===== src/rtl/apb_multi_ch_serial_regs.sv =====
// APB register block for NUM_CH serial engines: per-channel start/done/overrun
// tracking, RX capture, sticky W1C status and an aggregated level interrupt.
module apb_multi_ch_serial_regs #(
  parameter int unsigned NUM_CH  = 2,
  parameter int unsigned DATA_W  = 32,
  parameter int unsigned DIV_W   = 16,
  parameter int unsigned ADDR_W  = 12,
  parameter logic [31:0] VERSION = 32'h0002_0000
) (
  input  logic                     clk,
  input  logic                     rstn,
  input  logic [ADDR_W-1:0]        paddr,
  input  logic                     psel,
  input  logic                     penable,
  input  logic                     pwrite,
  input  logic [31:0]              pwdata,
  output logic [31:0]              prdata,
  output logic                     pready,
  output logic                     pslverr,
  output logic [NUM_CH-1:0]        start,
  input  logic [NUM_CH-1:0]        busy,
  output logic [NUM_CH*DATA_W-1:0] tx_data,
  input  logic [NUM_CH*DATA_W-1:0] rx_data_in,
  output logic [NUM_CH*DIV_W-1:0]  clk_div,
  output logic [NUM_CH*DIV_W-1:0]  neg_del,
  output logic                     irq
);

  typedef enum logic {S_IDLE, S_ACK} state_t;
  typedef enum logic [2:0] {
    K_CTRL, K_STAT, K_TX, K_RX, K_DIV, K_NEG, K_RSV6, K_RSV7
  } kind_t;

  state_t            state;
  logic [NUM_CH-1:0] done, ovr, busy_d, irq_en;
  logic [DATA_W-1:0] rxd [NUM_CH];

  logic              dec_err, dec_irqen;
  logic [NUM_CH-1:0] dec_hit;
  logic [31:0]       dec_rdata;
  kind_t             dec_kind;
  logic [ADDR_W-6:0] ch_raw;

  logic              acc_write, acc_err, acc_irqen;
  kind_t             acc_kind;
  logic [NUM_CH-1:0] acc_hit;
  logic [31:0]       acc_wdata;
  logic              commit;
  logic              unused_ok;

  assign unused_ok = &{1'b0, paddr[1:0]};
  assign ch_raw    = paddr[ADDR_W-1:5] - (ADDR_W-5)'(8);
  assign dec_kind  = kind_t'(paddr[4:2]);
  assign commit    = (state == S_ACK) && acc_write && !acc_err;

  // Address decode and read mux; sampled into the access registers in IDLE.
  always_comb begin
    dec_err   = 1'b0;
    dec_irqen = 1'b0;
    dec_hit   = '0;
    dec_rdata = '0;
    if (paddr[ADDR_W-1:8] == '0) begin
      case (paddr[7:2])
        6'd0: begin dec_rdata = VERSION;             dec_err = pwrite; end
        6'd1: begin dec_rdata = {24'h0, 8'(NUM_CH)}; dec_err = pwrite; end
        6'd2: begin dec_rdata = 32'(irq_en);         dec_irqen = 1'b1; end
        6'd3: begin dec_rdata = 32'(done | ovr);     dec_err = pwrite; end
        default: dec_err = 1'b1;
      endcase
    end else begin
      for (int unsigned c = 0; c < NUM_CH; c++) begin
        if (ch_raw == (ADDR_W-5)'(c)) begin
          dec_hit[c] = 1'b1;
          case (dec_kind)
            K_CTRL:  dec_err = !pwrite;
            K_STAT:  dec_rdata = 32'({ovr[c], done[c], busy[c]});
            K_TX:    dec_rdata = 32'(tx_data[c*DATA_W +: DATA_W]);
            K_RX:    begin dec_rdata = 32'(rxd[c]); dec_err = pwrite; end
            K_DIV:   dec_rdata = 32'(clk_div[c*DIV_W +: DIV_W]);
            K_NEG:   dec_rdata = 32'(neg_del[c*DIV_W +: DIV_W]);
            default: dec_err = 1'b1;
          endcase
        end
      end
      if (dec_hit == '0) dec_err = 1'b1;
    end
  end

  always_ff @(posedge clk or negedge rstn) begin
    if (!rstn) begin
      state     <= S_IDLE;
      pready    <= 1'b0;
      prdata    <= '0;
      pslverr   <= 1'b0;
      acc_write <= 1'b0;
      acc_err   <= 1'b0;
      acc_irqen <= 1'b0;
      acc_kind  <= K_CTRL;
      acc_hit   <= '0;
      acc_wdata <= '0;
      start     <= '0;
      busy_d    <= '0;
      done      <= '0;
      ovr       <= '0;
      irq_en    <= '0;
      irq       <= 1'b0;
      tx_data   <= '0;
      clk_div   <= '0;
      neg_del   <= '0;
      for (int unsigned c = 0; c < NUM_CH; c++) rxd[c] <= '0;
    end else begin
      start  <= '0;
      busy_d <= busy;
      irq    <= |(irq_en & (done | ovr));
      case (state)
        S_IDLE: begin
          if (psel && penable) begin
            state     <= S_ACK;
            pready    <= 1'b1;
            pslverr   <= dec_err;
            prdata    <= (dec_err || pwrite) ? '0 : dec_rdata;
            acc_write <= pwrite;
            acc_err   <= dec_err;
            acc_irqen <= dec_irqen;
            acc_kind  <= dec_kind;
            acc_hit   <= dec_hit;
            acc_wdata <= pwdata;
          end
        end
        S_ACK: begin
          state   <= S_IDLE;
          pready  <= 1'b0;
          prdata  <= '0;
          pslverr <= 1'b0;
        end
        default: state <= S_IDLE;
      endcase

      if (commit && acc_irqen) irq_en <= acc_wdata[NUM_CH-1:0];

      for (int unsigned c = 0; c < NUM_CH; c++) begin
        if (commit && acc_hit[c]) begin
          case (acc_kind)
            K_CTRL: begin
              if (acc_wdata[0]) begin
                if (busy[c])        ovr[c]   <= 1'b1;
                else if (!start[c]) start[c] <= 1'b1;
              end
            end
            K_STAT: begin
              if (acc_wdata[1]) done[c] <= 1'b0;
              if (acc_wdata[2]) ovr[c]  <= 1'b0;
            end
            K_TX:    tx_data[c*DATA_W +: DATA_W] <= acc_wdata[DATA_W-1:0];
            K_DIV:   clk_div[c*DIV_W +: DIV_W]   <= acc_wdata[DIV_W-1:0];
            K_NEG:   neg_del[c*DIV_W +: DIV_W]   <= acc_wdata[DIV_W-1:0];
            default: ;
          endcase
        end
        // Placed after the W1C so a coincident falling edge keeps done set.
        if (busy_d[c] && !busy[c]) begin
          done[c] <= 1'b1;
          rxd[c]  <= rx_data_in[c*DATA_W +: DATA_W];
        end
      end
    end
  end

endmodule


===== config.mk =====
export PLATFORM = sky130hd
export DESIGN_NAME = apb_multi_ch_serial_regs
export DESIGN_NICKNAME = d
export VERILOG_FILES = /design/src/rtl/apb_multi_ch_serial_regs.sv
export SDC_FILE = /design/constraint.sdc
export NUM_CORES = 1
export LEC_CHECK = 0
export ABC_CLOCK_PERIOD_IN_PS = 1600
export BUFFER_PORTS_ARGS = -buffer_cell sky130_fd_sc_hd__buf_4
export CORE_UTILIZATION = 40
export CTS_BUF_LIST = sky130_fd_sc_hd__clkbuf_8 sky130_fd_sc_hd__clkbuf_16
export CTS_CLUSTER_SIZE = 12
export DETAILED_ROUTE_END_ITERATION = 8
export MAX_ROUTING_LAYER = met4
export PLACE_DENSITY = 0.76
export SYNTH_ARGS = -nofsm -noshare
export SYNTH_HDL_FRONTEND = slang
export SYNTH_SLANG_ARGS = --single-unit

===== constraint.sdc =====
create_clock -name clk -period 1.6 [get_ports clk]
set_clock_uncertainty 0.05 [all_clocks]
set_input_delay 0.16 -clock clk [delete_from_list [all_inputs] [get_ports clk]]
set_output_delay 0.16 -clock clk [all_outputs]
set_load 0.03 [all_outputs]

==> results.ini, run 1 <==
[timing]
min_period_ns = 1.67
max_freq_mhz = 600
rsz0062_at_grt = true
slew_violations = 0
setup-tns-final_ns = -2.33
finalCritPeriodShare = 1.04
hold_violations = 0
holdWs_ns = 0.0579
slew_headroom = 0.415
layout_setup_ws_ns = -0.0662
setup_viol = 94
tightest_slew_ns = 0.877

[pwr]
power_density_nw_per_um2 = 926
p_leak_nw = 9.17
p_clk_frac = 0.419
p_int_mw = 12.6
comb_power_share = 0.116
p_seq_frac = 0.465
power_switching_mw = 4.26
ir_drop_v = 0.000810
p_sw_frac = 0.253

[placement]
placed_cells = 1645
numPortBuffers = 277
dp_hpwl_mm = 26.5
gp_routability_congestion = 0.902

[job]
cap_violations = 0

[floorplanning]
rows = 63
fp.dieW_um = 176
floorplan.die_area_um2 = 31100
die_y_um = 176
io_pins = 280
initial_core_util = 0.408
fp.coreArea_um2 = 29800

[synthesis]
syn_area_um2 = 12200
synthDistinctLibCells = 56
syn_inst = 960
ys.warnings.count = 0
async_reset_ff_frac = 1.00
yosys.area.top_type = dfrtp_1
seq_area_frac_synth = 0.572
synth_edf_count = 0
syn_nets = 1076
synth_area_leaders = dfrtp_1 57%, mux2_1 9.4%, mux2_2 8.9%
syn_avg_cell_area_um2 = 12.7
synth_top_area_frac = 0.572
synth_ff_type = dfrtp_1
ys_ff_latch = 278

[routing]
drtPass1Iterations = 5
drtAntennaViolNets = 0
vias = 10100
drc = 0
wl_per_cell_um = 22.9
routed_via_density = 5.56
drt-initial-drc-count = 713
wirelength_mm = 41.5

[clock_tree]
cts_made_buffers = 31
htree_levels = 1
cts.sink_count = 278
clock_tree.root_cell = clkbuf_16
clk_latency_ns = 0.56
clk_pin_slew_worst_paths_ns = 0.06
tritoncts = done
clockBufferDepth = 3

[cells_and_area]
instances_no_fill = 1813
fin_util = 0.610
nets = 1515
drive_gt1_frac = 0.450
nFillCells = 2260
area_growth_pct = 49.4

[worst_setup_path]
endpoint_kind = flip-flop
critPathRequiredTime_ns = 2.00
rr_startpoint = acc_kind[1]$_DFFE_PN0P_
slowest_delay_ns = 0.44
crit_path_start_kind = flip-flop
rr_worst_depth = 4
crit_fanout = 9
path_delay_family = simple AND/OR/NAND/NOR gates
path_cells = nand3b_1 > nor2_4 > buf_12 > mux2_2
crit_arrival_ns = 2.06
rr_endpoint = neg_del[31]$_DFFE_PN0P_
path_class = flip-flop to flip-flop
critPathBufInv = 1
r2r_slack_ns = -0.07
slowest_stage = dfrtp_2

[run_status]
outcome = finished with violations
violations = setup timing

[grt]
track_usage = 0.266
antenna_found_initial = 1
grt_max_degree = 53
grt_pass1_wl_mm = 61.5
grt-ovfl-total = 0
first_global_vias = 10500

[min_path]
hold_class = primary input to async pin

==> synth_stat cells (4+ instances only) <==
| cell | count |
|---|---|
| nand2b_1 | 4 |
| o22ai_1 | 32 |
| nor3_1 | 14 |
| nand2_1 | 131 |
| o21ai_1 | 11 |
| mux2_2 | 96 |
| a221oi_1 | 34 |
| mux2_1 | 102 |
| clkbuf_1 | 25 |
| nor2_1 | 19 |
| buf_2 | 25 |
| dfrtp_1 | 278 |
| o21ai_0 | 11 |
| nor2b_1 | 6 |
| mux2i_1 | 59 |
| o22a_1 | 8 |
| a21o_1 | 15 |
| a21oi_1 | 8 |
| buf_1 | 5 |
| a22o_1 | 10 |
| buf_4 | 8 |
==> state kept, by name, summed over array words and instances (netlist names), 3 cells and up <==
register,count
clk_div,32
rxd,64
prdata,32
acc_wdata,32
tx_data,64
neg_del,32
acc_kind,3
==> worst max path at each step <==
stage | start | end | slack, ns | depth (start not counted)
after floorplan | acc_kind[1]$_DFFE_PN0P_ | neg_del[10]$_DFFE_PN0P_ | -0.02 | 5
after global placement | paddr[8] | prdata[6]$_DFFE_PN0P_ | -0.19 | 9
after detailed placement | paddr[8] | prdata[6]$_DFFE_PN0P_ | -0.23 | 9
after CTS | state$_DFF_PN0_ | neg_del[16]$_DFFE_PN0P_ | -0.05 | 6
after global routing | state$_DFF_PN0_ | prdata[24]$_DFFE_PN0P_ | -0.12 | 6
final | acc_kind[1]$_DFFE_PN0P_ | neg_del[31]$_DFFE_PN0P_ | -0.07 | 4
==> placed cells by master, fill, tap and decap left out, types with 3 or more instances in the layout <==
master	synthesis	layout
buf_4	8	333
dfrtp_1	278	276
nand2_1	131	127
dlygate4sd3_1	0	104
mux2_2	96	87
mux2_4	0	70
mux2i_1	59	59
mux2_1	102	41
clkbuf_16	0	35
o22ai_1	32	32
buf_12	0	26
a221oi_1	34	25
nor2_1	19	16
a21o_1	15	15
o21ai_0	11	11
nor3_4	0	11
a22o_1	10	10
clkbuf_8	0	10
a221oi_2	0	9
o22a_1	8	8
a21oi_1	8	7
o21ai_1	11	7
inv_1	3	6
clkinv_2	0	6
o31ai_2	3	4
nand2_2	0	4
nor2_4	0	4
nand2b_1	4	4
o21ai_2	0	4
nor2b_1	6	3
a22oi_1	3	3
o211ai_1	3	3
nand3b_1	3	3
inv_2	3	3
nand3_4	0	3
nor3_2	1	3
==> metal layers <==
metal	vias up	global-route usage	part of all wire
li1	4385	-	-
met1	5168	0.338	0.41
met2	448	0.438	0.50
met3	83	0.0366	0.059
met4	0	0.0894	0.028
met5	-	-	0
==> stage by stage <==
step	total power, mW	cell area (um^2)	worst slack (ns)
2_1_floorplan	8.61	12200	-0.0172
3_3_place_gp	9.46	15500	-0.192
3_5_place_dp	9.54	15500	-0.229
4_1_cts	16.8	17600	-0.0499
5_1_grt	17.4	18200	-0.124
6_report	16.8	18200	-0.0662
==> area by class of cell <==
type                            count  area [um^2]  share of cell area
Sequential cell                   278         6960               0.383
Multi-Input combinational cell    612         5480               0.302
Timing Repair Buffer              470         4200               0.231
Clock buffer                       41          913              0.0503
Tap cell                          390          488              0.0269
Clock inverter                     15          104             0.00571
Inverter                            6         27.5             0.00151
Antenna cell                        1         2.50            0.000138
==> timing repair <==
| action | in CTS | in global routing |
|---|---|---|
| endpoints found under the setup margin | 134 | 145 |
| setup buffers | 2 | 2 |
| hold endpoints to repair | 382 | 0 |
| pin swaps | 1 | 15 |
| gates resized for setup | 23 | 104 |
| cloned | 0 | 4 |
| hold buffers | 104 | 0 |
==> cells by family after synthesis <==
kind of cell,Yosys count,synth area share
adders and majority gates,1,0.00103
and+or+nand+nor,200,0.0735
buffers and inverters,70,0.0273
AOI/OAI and AO/OA,154,0.0943
muxes,257,0.232
DFF,278,0.572
==> power by group through the flow <==
stage          Clock, mW  Sequential, mW  Combinational (mW)
6_report            7.04            7.82                1.95
5_1_grt             7.45            7.87                2.09
4_1_cts             7.11            7.78                1.87
3_5_place_dp           0            7.90                1.64
3_3_place_gp           0            7.87                1.59
2_1_floorplan          0            7.78               0.828
No activity file was read; power rests on OpenSTA's default activity.
==> run 2: changes to the inputs <==
RECOVER_POWER = 100   (was not set)
==> run 2 against run 1 <==
  * The flow still finishes with violations (setup timing)
  * Combinational power down 2%
  * First-iteration DRC count fell by 0.14%
  * Global-route usage is the same
==> results.ini, run 2 (synthesis gave the netlist of run 1 again) <==
[floorplanning]
floorplan.die_area_um2 = 31100
rows = 63
die_y_um = 176
fp.coreArea_um2 = 29800
fp.dieW_um = 176
initial_core_util = 0.408
io_pins = 280

[worst_setup_path]
path_class = flip-flop to flip-flop
slowest_stage = dfrtp_2
critPathRequiredTime_ns = 2.00
rr_worst_depth = 4
rr_startpoint = acc_kind[1]$_DFFE_PN0P_
rr_endpoint = neg_del[21]$_DFFE_PN0P_
path_cells = nand3b_1 > nor2_4 > buf_12 > mux2_1
endpoint_kind = flip-flop
crit_arrival_ns = 2.06
crit_fanout = 9
slowest_delay_ns = 0.44
r2r_slack_ns = -0.07
crit_path_start_kind = flip-flop

[cells_and_area]
fin_util = 0.591
instances_no_fill = 1813
fin_area_um2 = 17600
layout_common_cells = 276 x dfrtp_1, 166 x clkbuf_2, 153 x buf_4, 127 x nand2_1, 104 x dlygate4sd3_1
reg.largest.list = rxd (64), tx_data (64)
area_growth_pct = 44.8
nets = 1515
drive_gt1_frac = 0.439
mostFrequentLayoutCell = dfrtp_1

[clock_tree]
cts_made_buffers = 31
clk_pin_slew_worst_paths_ns = 0.06
tritoncts = done
clock_tree.root_cell = clkbuf_16
clk_latency_ns = 0.56
clockBufferDepth = 3
htree_levels = 1
cts.sink_count = 278

[job]
cap_violations = 0

[min_path]
whs_path_depth = 3
min-delay-start = paddr[3]
holdPathEnd = prdata[0]$_DFFE_PN0P_
hold_class = primary input to flip-flop

[placement]
dp_hpwl_mm = 26.5
placed_cells = 1645
postPlaceCellArea_um2 = 15500
gp_routability_congestion = 0.902
pre_cts_slack_ns = -0.229
numPortBuffers = 277

[grt]
grt_max_degree = 53
grt-ovfl-total = 0
antenna_found_initial = 1
first_global_vias = 10500
track_usage = 0.266
grt_pass1_wl_mm = 61.5

[timing]
tightest_slew_ns = 0.855
max_freq_mhz = 600
slew_violations = 0
layout_setup_ws_ns = -0.0678
setup_viol = 85
finalCritPeriodShare = 1.04
slew_headroom = 0.429
rsz0062_at_grt = true
hold_violations = 0
min_period_ns = 1.67

[pwr]
power_density_nw_per_um2 = 953
power.total_mw = 16.8
p_leak_nw = 8.93
ir_drop_v = 0.000802

[routing]
drtAntennaViolNets = 0
wl_per_cell_um = 22.8
vias = 10000
drc = 0
wirelength_mm = 41.4
routed_via_density = 5.54
drtPass1Iterations = 6
drt-initial-drc-count = 712

[run_status]
violations = setup timing
outcome = finished with violations

run 2: cell types whose count changed in the layout (fill, tap and decap cells not counted), sizes merged:
cell | before | now
clkbuf | 45 | 227
buf | 362 | 180
run 2: per-layer routing:
layer,vias up,wire length (um),GRT usage
met1,5130,17000,0.338
met3,97,2460,0.0366
met5,-,0,-
met4,0,1360,0.0894
li1,4377,-,-
met2,441,20600,0.438
run 2: layout make-up:
type / instances / area, um^2
fillers: 2410 / 12200
flip-flops and latches: 278 / 6960
clock inverters: 15 / 104
well taps: 390 / 488
clock buffers: 41 / 913
inverters: 6 / 27.5
repair buffers: 470 / 3640
diodes: 1 / 2.50
multi-input cells: 612 / 5470
run 2: report_power, final:
part	internal, mW	switching, mW
combinational	0.959	0.953
sequential	7.44	0.387
clock	4.13	2.92
total	12.5	4.26
run 2: through the flow:
step                hold slack (ns)  TNS, ns
global route                 0.0719    -8.98
finish                       0.0616    -2.17
global placement             0.0597   -13.66
detailed placement           0.0648   -16.94
CTS                          0.0367    -1.15
floorplan                    -0.186   -0.343
run 2: timing repair:
item / in CTS / in global routing
setup endpoints to repair: 134 / 145
endpoints found under the hold margin: 382 / 0
hold buffers: 104 / 0
pin swaps: 1 / 15
gates resized for setup: 23 / 104
cloned: 0 / 4
buffers inserted: 2 / 2
run 2: critical path: cells and delay by family, from the launching register on:
family,cells,cell delay (ns)
buf+inv,1,0.17
flops,1,0.44
mux,1,0.34
simple gates,2,0.55
run 2: worst max-delay path by stage:
| stage | from | to | cells past startpoint |
|---|---|---|---|
| 6_report | acc_kind[1]$_DFFE_PN0P_ | neg_del[21]$_DFFE_PN0P_ | 4 |
| 5_1_grt | acc_kind[1]$_DFFE_PN0P_ | neg_del[21]$_DFFE_PN0P_ | 4 |
| 4_1_cts | state$_DFF_PN0_ | neg_del[16]$_DFFE_PN0P_ | 6 |
| 3_5_place_dp | paddr[8] | prdata[6]$_DFFE_PN0P_ | 9 |
| 3_3_place_gp | paddr[8] | prdata[6]$_DFFE_PN0P_ | 9 |
| 2_1_floorplan | acc_kind[1]$_DFFE_PN0P_ | neg_del[10]$_DFFE_PN0P_ | 5 |
==> run 3: changes to the inputs <==
==> constraint.sdc (replaced) <==
create_clock -name clk -period 1.6 [get_ports clk]
set_clock_uncertainty 0.05 [all_clocks]
set_input_delay 0 -clock clk [delete_from_list [all_inputs] [get_ports clk]]
set_output_delay 0 -clock clk [all_outputs]
set_load 0.03 [all_outputs]
==> run 3 against run 2 <==
  * Fmax down 2.7%
  * Critical path type unchanged
  * Register-to-register slack worse by 0.05 ns
  * Worst hold slack better by 0.0050 ns
  * Final cell count up 0.61%
  * Die area unchanged
  * Via count up 2.0%
  * The flow still finishes with violations (setup timing)
  * Combinational power up 3%
  * Total power down 2.8%
==> results.ini, run 3 (synthesis gave the netlist of run 1 again) <==
[worst_setup_path]
critPathLaunch = state$_DFF_PN0_
rr_startpoint = state$_DFF_PN0_
critPathRequiredTime_ns = 2.05
crit_arrival_ns = 2.16
r2r_slack_ns = -0.11
endpoint_kind = flip-flop
path_class = flip-flop to flip-flop
endpoint = prdata[25]$_DFFE_PN0P_
crit_fanout = 8
rr_endpoint = prdata[25]$_DFFE_PN0P_
crit_path_start_kind = flip-flop
rr_worst_depth = 7

[pwr]
p_clk_frac = 0.400
p_sw_frac = 0.256
power_density_nw_per_um2 = 917
power_switching_mw = 4.18
power.total_mw = 16.3
p_int_mw = 12.1
p_leak_nw = 8.61
comb_power_share = 0.120
p_seq_frac = 0.480
ir_drop_v = 0.000857

[routing]
routed_via_density = 5.62
vias = 10200
wl_per_cell_um = 23.1
drc = 0
drtAntennaViolNets = 0
drtPass1Iterations = 5
drt-initial-drc-count = 631
wirelength_mm = 42.2

[run_status]
outcome = finished with violations
violations = setup timing

[clock_tree]
cts.sink_count = 278
tritoncts = done
clockBufferDepth = 3
clock_tree.root_cell = clkbuf_16
cts_made_buffers = 31
htree_levels = 1
clk_latency_ns = 0.56
clk_pin_slew_worst_paths_ns = 0.06

[floorplanning]
fp.coreArea_um2 = 29800
die_y_um = 176
rows = 63
floorplan.die_area_um2 = 31100
fp.dieW_um = 176
io_pins = 280
initial_core_util = 0.408

[timing]
finalCritPeriodShare = 1.07
holdWs_ns = 0.0665
tightest_slew_ns = 0.835
setup-tns-final_ns = -5.42
rsz0062_at_grt = true
setup_viol = 150
slew_headroom = 0.442
hold_violations = 0
min_period_ns = 1.71
layout_setup_ws_ns = -0.113
max_freq_mhz = 584
slew_violations = 0

[cells_and_area]
drive_gt1_frac = 0.356
multi_input_area_um2 = 5710
nFillCells = 2425
instances_no_fill = 1824
area_growth_pct = 46.2
nets = 1530
layout_common_cells = 275 x dfrtp_1, 168 x clkbuf_1, 159 x buf_4, 124 x nand2_1, 114 x dlygate4sd3_1
seqCellArea_um2 = 6960
mostFrequentLayoutCell = dfrtp_1
reg.largest.list = rxd (64), tx_data (64)

[placement]
numPortBuffers = 277
placed_cells = 1641
pre_cts_slack_ns = -0.268
dp_hpwl_mm = 26.5
gp_routability_congestion = 0.914

[grt]
grt-ovfl-total = 0
first_global_vias = 10600
antenna_found_initial = 1
track_usage = 0.264
grt_pass1_wl_mm = 61.3
grt_max_degree = 54

[min_path]
min-delay-start = paddr[9]
hold_class = primary input to flip-flop

[job]
cap_violations = 0

-- run 3: cell count changes in the layout (fill, tap and decap cells not counted), sizes merged, moves of 3 or more --
cell / delta
clkbuf: -13
inv: +4
buf: +13
clkinv: -3
dlygate4sd3: +10
-- run 3: worst max-delay path, cell delays in order (launching register included) --
cell and delay [ns]:
dfrtp_1 0.39, buf_4 0.14, nand3b_1 0.25, nor2_4 0.22, nand3_4 0.14, buf_12 0.18, nor3_2 0.19, a21o_1 0.10
-- run 3: layout make-up --
| type | instances | share of cell area |
|---|---|---|
| Clock inverter | 16 | 0.00457 |
| Clock buffer | 36 | 0.0475 |
| Tap cell | 390 | 0.0274 |
| Sequential cell | 278 | 0.391 |
| Multi-Input combinational cell | 612 | 0.321 |
| Inverter | 6 | 0.00148 |
| Antenna cell | 1 | 0.000141 |
| Timing Repair Buffer | 485 | 0.206 |
-- run 3: power by group through the flow --
stage | clock network [mW] | logic [mW] | registers [mW]
2_1_floorplan | 0 | 0.822 | 7.78
3_3_place_gp | 0 | 1.56 | 7.87
3_5_place_dp | 0 | 1.60 | 7.89
4_1_cts | 6.60 | 1.87 | 7.78
5_1_grt | 6.90 | 2.11 | 7.88
6_report | 6.52 | 1.96 | 7.83
-- run 3: layer usage --
metal | up-vias | GRT usage | part of all wire
met5 | - | - | 0
met3 | 109 | 0.0450 | 0.067
met1 | 5229 | 0.337 | 0.41
li1 | 4397 | - | -
met4 | 0 | 0.0912 | 0.038
met2 | 508 | 0.426 | 0.49
-- run 3: worst min-delay path by stage --
stage,cells after the start,slack [ns],endpoint
after detailed placement,1,-0.09,rxd[40]$_DFFE_PN0P_
after global placement,1,-0.09,neg_del[11]$_DFFE_PN0P_
after global routing,6,0.1,prdata[0]$_DFFE_PN0P_
after floorplan,0,-0.35,acc_err$_DFFE_PN0P_
after CTS,5,0.05,prdata[17]$_DFFE_PN0P_
final,6,0.07,prdata[0]$_DFFE_PN0P_
-- run 3: per-stage QoR --
step	area [um^2]	util
finish	17800	0.597
global route	17800	0.597
CTS	17700	0.595
detailed placement	15300	0.513
global placement	15300	0.513
floorplan	12200	-
-- run 3: what timing repair did --
item,4_1_cts,5_1_grt
gates resized for setup,77,140
gates cloned,1,6
pin swaps,4,27
setup endpoints to repair,131,188
hold buffers,114,0
buffers inserted,7,6
hold endpoints to repair,415,0
